==> src/rtl/mips_cpu_load_store_unit.sv <==
// Data-memory initiator: one load/store at a time, lane steering, wait/timeout handling.
// Optional `LSU_ALIGN_CHECK_EN: misaligned half/word accesses respond with an error, no strobe.
module mips_cpu_load_store_unit #(
    parameter int WAIT_LIMIT = 0
) (
    input  logic        clk,
    input  logic        rst_n,
    input  logic        req_valid,
    output logic        req_ready,
    input  logic [2:0]  req_op,
    input  logic [31:0] req_addr,
    input  logic [31:0] req_wdata,
    output logic        resp_valid,
    output logic [31:0] resp_rdata,
    output logic        resp_err,
    output logic [31:0] mem_address,
    output logic        mem_read,
    output logic        mem_write,
    output logic [3:0]  mem_byteenable,
    output logic [31:0] mem_writedata,
    input  logic        mem_waitrequest,
    input  logic [31:0] mem_readdata
);

    localparam logic [2:0] OP_LB  = 3'd0;
    localparam logic [2:0] OP_LBU = 3'd1;
    localparam logic [2:0] OP_LH  = 3'd2;
    localparam logic [2:0] OP_LHU = 3'd3;
    localparam logic [2:0] OP_LW  = 3'd4;

    typedef enum logic [1:0] {IDLE, ACCESS, RESP} state_t;

    state_t      state, state_nxt;
    logic [2:0]  op_q;
    logic [1:0]  lane_q;
    logic [31:0] wait_cnt;
    logic        is_byte, is_half, misalign_err, timeout, is_load_q;
    logic [1:0]  lane;
    logic [3:0]  be;
    logic [31:0] wd, load_data;
    logic [7:0]  byte_sel;
    logic [15:0] half_sel;

    assign is_byte   = req_op inside {3'd0, 3'd1, 3'd5};
    assign is_half   = req_op inside {3'd2, 3'd3, 3'd6};
    assign is_load_q = op_q <= OP_LW;

    always_comb begin
        lane = 2'b00;
        be   = 4'b1111;
        wd   = req_wdata;
        unique case (1'b1)
            is_byte: begin
                lane = req_addr[1:0];
                be   = 4'b0001 << req_addr[1:0];
                wd   = {4{req_wdata[7:0]}};
            end
            is_half: begin
                lane = {req_addr[1], 1'b0};
                be   = req_addr[1] ? 4'b1100 : 4'b0011;
                wd   = {2{req_wdata[15:0]}};
            end
            default: ;
        endcase
    end

`ifdef LSU_ALIGN_CHECK_EN
    assign misalign_err = (is_half && req_addr[0]) ||
                          (!is_byte && !is_half && req_addr[1:0] != 2'b00);
`else
    assign misalign_err = 1'b0;
`endif

    assign timeout = (WAIT_LIMIT > 0) && mem_waitrequest &&
                     (wait_cnt == 32'(WAIT_LIMIT - 1));

    always_comb begin
        byte_sel  = mem_readdata[{lane_q, 3'b000} +: 8];
        half_sel  = lane_q[1] ? mem_readdata[31:16] : mem_readdata[15:0];
        load_data = '0;
        unique case (op_q)
            OP_LB:   load_data = {{24{byte_sel[7]}}, byte_sel};
            OP_LBU:  load_data = {24'd0, byte_sel};
            OP_LH:   load_data = {{16{half_sel[15]}}, half_sel};
            OP_LHU:  load_data = {16'd0, half_sel};
            OP_LW:   load_data = mem_readdata;
            default: load_data = '0;
        endcase
    end

    always_comb begin
        state_nxt  = state;
        req_ready  = 1'b0;
        resp_valid = 1'b0;
        mem_read   = 1'b0;
        mem_write  = 1'b0;
        unique case (state)
            IDLE: begin
                req_ready = 1'b1;
                if (req_valid)
                    state_nxt = misalign_err ? RESP : ACCESS;
            end
            ACCESS: begin
                mem_read  = is_load_q;
                mem_write = !is_load_q;
                if (timeout || !mem_waitrequest)
                    state_nxt = RESP;
            end
            RESP: begin
                resp_valid = 1'b1;
                state_nxt  = IDLE;
            end
            default: state_nxt = IDLE;
        endcase
    end

    always_ff @(posedge clk) begin
        if (!rst_n) begin
            state          <= IDLE;
            op_q           <= '0;
            lane_q         <= '0;
            wait_cnt       <= '0;
            resp_rdata     <= '0;
            resp_err       <= 1'b0;
            mem_address    <= '0;
            mem_byteenable <= '0;
            mem_writedata  <= '0;
        end else begin
            state <= state_nxt;
            if (state == IDLE && req_valid) begin
                op_q           <= req_op;
                lane_q         <= lane;
                wait_cnt       <= '0;
                mem_address    <= {req_addr[31:2], 2'b00};
                mem_byteenable <= be;
                mem_writedata  <= wd;
                if (misalign_err) begin
                    resp_err   <= 1'b1;
                    resp_rdata <= '0;
                end
            end
            if (state == ACCESS) begin
                if (timeout) begin
                    resp_err   <= 1'b1;
                    resp_rdata <= '0;
                end else if (mem_waitrequest) begin
                    wait_cnt <= wait_cnt + 32'd1;
                end else begin
                    resp_err   <= 1'b0;
                    resp_rdata <= load_data;
                end
            end
        end
    end

endmodule
==> config.mk <==
export PLATFORM = sky130hd
export DESIGN_NAME = mips_cpu_load_store_unit
export DESIGN_NICKNAME = d
export VERILOG_FILES = /design/src/rtl/mips_cpu_load_store_unit.sv
export SDC_FILE = /design/constraint.sdc
export NUM_CORES = 1
export LEC_CHECK = 0
export CAP_MARGIN = 20
export CORE_MARGIN = 4
export CORE_UTILIZATION = 41
export DETAILED_ROUTE_END_ITERATION = 6
export PLACE_DENSITY = 0.8
export SYNTH_ARGS = -nofsm -noshare
export SYNTH_HDL_FRONTEND = slang
export SYNTH_SLANG_ARGS = --single-unit
==> constraint.sdc <==
create_clock -name clk -period 1.9 [get_ports clk]
set_input_delay 0.19 -clock clk [delete_from_list [all_inputs] [get_ports clk]]
set_output_delay 0.19 -clock clk [all_outputs]
set_load 0.1 [all_outputs]
==> impl_results.md <==
* Run status: complete, no violations
* Grt ovf at 0
* Least-Margin Pin Slew at 0.893 ns
* Critical path required time at 2.14 ns
* EDFF count, synth at 0
* Num rows at 37
* First-pass GRT wire length at 23000 µm
* TritonCTS buffer count at 9
* Register bit total from synthesis at 105
* Largest net degree at the start of global routing at 52
* Synthesis Warnings at 0
* Initial Util at 42.8%
* Worst min-delay path class: in -> reg
* Post-Synth Adder-Cell Area at 0%
* Primary FF master, synth: dfxtp_1
* Xor/xnor share of the synthesized area at 0.195%
* Leakage at 0.00281 µW
* Min-Delay Path Depth at 3
* Gr usage total at 22.4%
* Die X at 113 µm
* Final Cell Area at 0.00676 mm²
* Total setup buffers inserted after CTS at 0
* IO Count at 208
* Rel. slew slack at 40.3%
* Fraction of synthesized area in multiplexers at 10.4%
* CTS tree: yes
* Height of the die at 113 µm
* Post-DP HPWL at 11400 µm
* Post-CTS sizing at 1
* Crit path capture type: register
* Critical path class: reg -> reg
* Clock transition at path regs at 0.11 ns
* Die Area at 0.0127 mm²
* Crit path max fanout at 7
* ANT cells at 0
* Area share of the largest cell type after synthesis at 46.9%
* Setup TNS at 0 ns
* Max clock buf depth at 2
* PD cells at 885 mW/mm²
* DRT Wirelength at 14800 µm
* Unrepaired setup endpoints after global routing: false
* Initial antenna violation count at 0
* H-tree levels at 3
* TritonRoute pass-1 iters at 5
* Clk sink count at 105
* Commonest cells post-synth: dfxtp_1 (105), nand2_1 (105), a21oi_1 (85)
* Via-to-Cell Ratio at 5.42
* Synth Instances at 527
* # setup viols final at 0
* Worst path arrival time at 2.01 ns
* Synth Area in Compound Gates at 21.8%
* Clock Skews at 0.0121 ns
* Wire per inst at 17.1 µm
* Max VDD drop at 454 µV
* Max frequency at 565 MHz
* Worst Setup Start Kind: register
* Largest cells by area after synthesis: dfxtp_1 (47%), a21oi_1 (9.5%), nand2_1 (8.8%)
* Worst-Skew Late Latency at 0.38 ns
* Hold_buf cts at 0
* Share of cells above drive strength 1 at 23.7%
* Final nets at 829
* Simple-Gate Fraction of Synth Area at 15.9%
* Hold Vio Cnt, Final at 0
* Largest area contributor in the synthesized netlist: dfxtp_1
* Slew Limit Fails at 0
* FF-to-FF setup slack at 0.13 ns
* Number of max-cap violations at 0
* Via count at 4700
* Vias in the first global route at 4567
* Crit share post-route at 93.2%
* Syn_area_per_cell at 8.50 µm²
* Seq/Total Area, Yosys at 46.9%
* Mapped Area at 0.00448 mm²
* Gp weighted congestion at 0.865
* Async SR Flop Fraction at 0%
* Clk root buf: clkbuf_8
* Drt drc at 0
* Hold WS at 0.351 ns
* Largest family of logic cells by synthesized area: compound AO/OA/AOI/OAI gates
* Placed Area at 0.00655 mm²
* Area grow syn2layout at 50.9%
* R2R cell count at 5
* Port Buf Inserts at 204
* Total power at 5980 µW
* Routed Antenna Nets at 0
* Core ar. at 0.0105 mm²
* Cell variety after synth at 34
* Final Critical Period at 1.77 ns
* 1st-iter DRT viols at 268
==> routing by layer <==
metal	up-vias	GRT usage, %	part of all wire (%)	wire length [µm]
met5	-	0	0	0
met4	0	9.13	2.8	411
met3	32	8.25	9.7	1440
met2	212	38.5	49	7240
met1	2203	25.0	39	5730
li1	2253	-	-	-
==> final timing paths <==
check	endpoint	startpoint
min reg2reg	mem_address[4]	mem_address[4]
max	resp_rdata[9]	lane_q[1]
min	mem_address[16]	req_addr[16]
max reg2reg	resp_rdata[9]	lane_q[1]
==> sequential cells by signal, indices dropped and copies added, names as in the netlist <==
name / cells
lane_q: 2
mem_address: 30
mem_byteenable: 4
mem_writedata: 32
op_q: 3
resp_rdata: 32
state: 2
==> per-stage QoR <==
stage	setup slack (ns)	instances	utilization, %
5_1_grt	0.0353	867	64.6
4_1_cts	0.0568	867	64.6
3_5_place_dp	-0.0981	851	62.6
6_report	0.130	867	64.6
3_3_place_gp	-0.0269	851	62.6
2_1_floorplan	-0.139	529	-
==> placed cells by master (no fill, tap or decap), drive strengths merged, types with 2 or more instances in the layout <==
cell             n
a211oi           8
a21oi           85
a221o            2
a221oi           9
a222oi           7
a31oi            4
and2            17
and3b            2
buf            128
clkbuf           9
clkdlybuf4s50  102
clkinv           2
conb             3
dfxtp          105
inv              6
mux2            17
mux2i           25
nand2          105
nand3            9
nor2            13
nor2b            4
nor3b            7
o21ai           53
==> layout make-up <==
cell class                 count  area [µm²]
multi-input combinational    377        2200
clock inverter                 7        86.3
clock buffer                   9         124
sequential                   105        2100
fill                         879        3700
inverter                       3        11.3
timing repair buffer         230        2070
tap                          136         170
==> critical path, stage by stage, from the launching register on <==
cell and delay (ns):
dfxtp_2 0.37, mux4_2 0.52, and3b_2 0.27, buf_12 0.14
a221oi_1 0.22, o21ai_0 0.12
==> kinds of logic (layout without fill, tap and decap cells) <==
kind of cell    count (synthesis)  in the layout
buf+inv                        47            249
flops                         105            105
simple gates                  160            160
other cells                     1              3
xor+xnor                        1              1
mux                            43             43
compound gates                170            170
==> where the power goes <==
group	switching [µW]	total, µW	internal (µW)	leakage [µW]
clock network	850	1490	640	0.000104
logic	1450	2070	619	0.00184
registers	86.4	2420	2340	0.000861
Power figures use the tool's default switching activity.
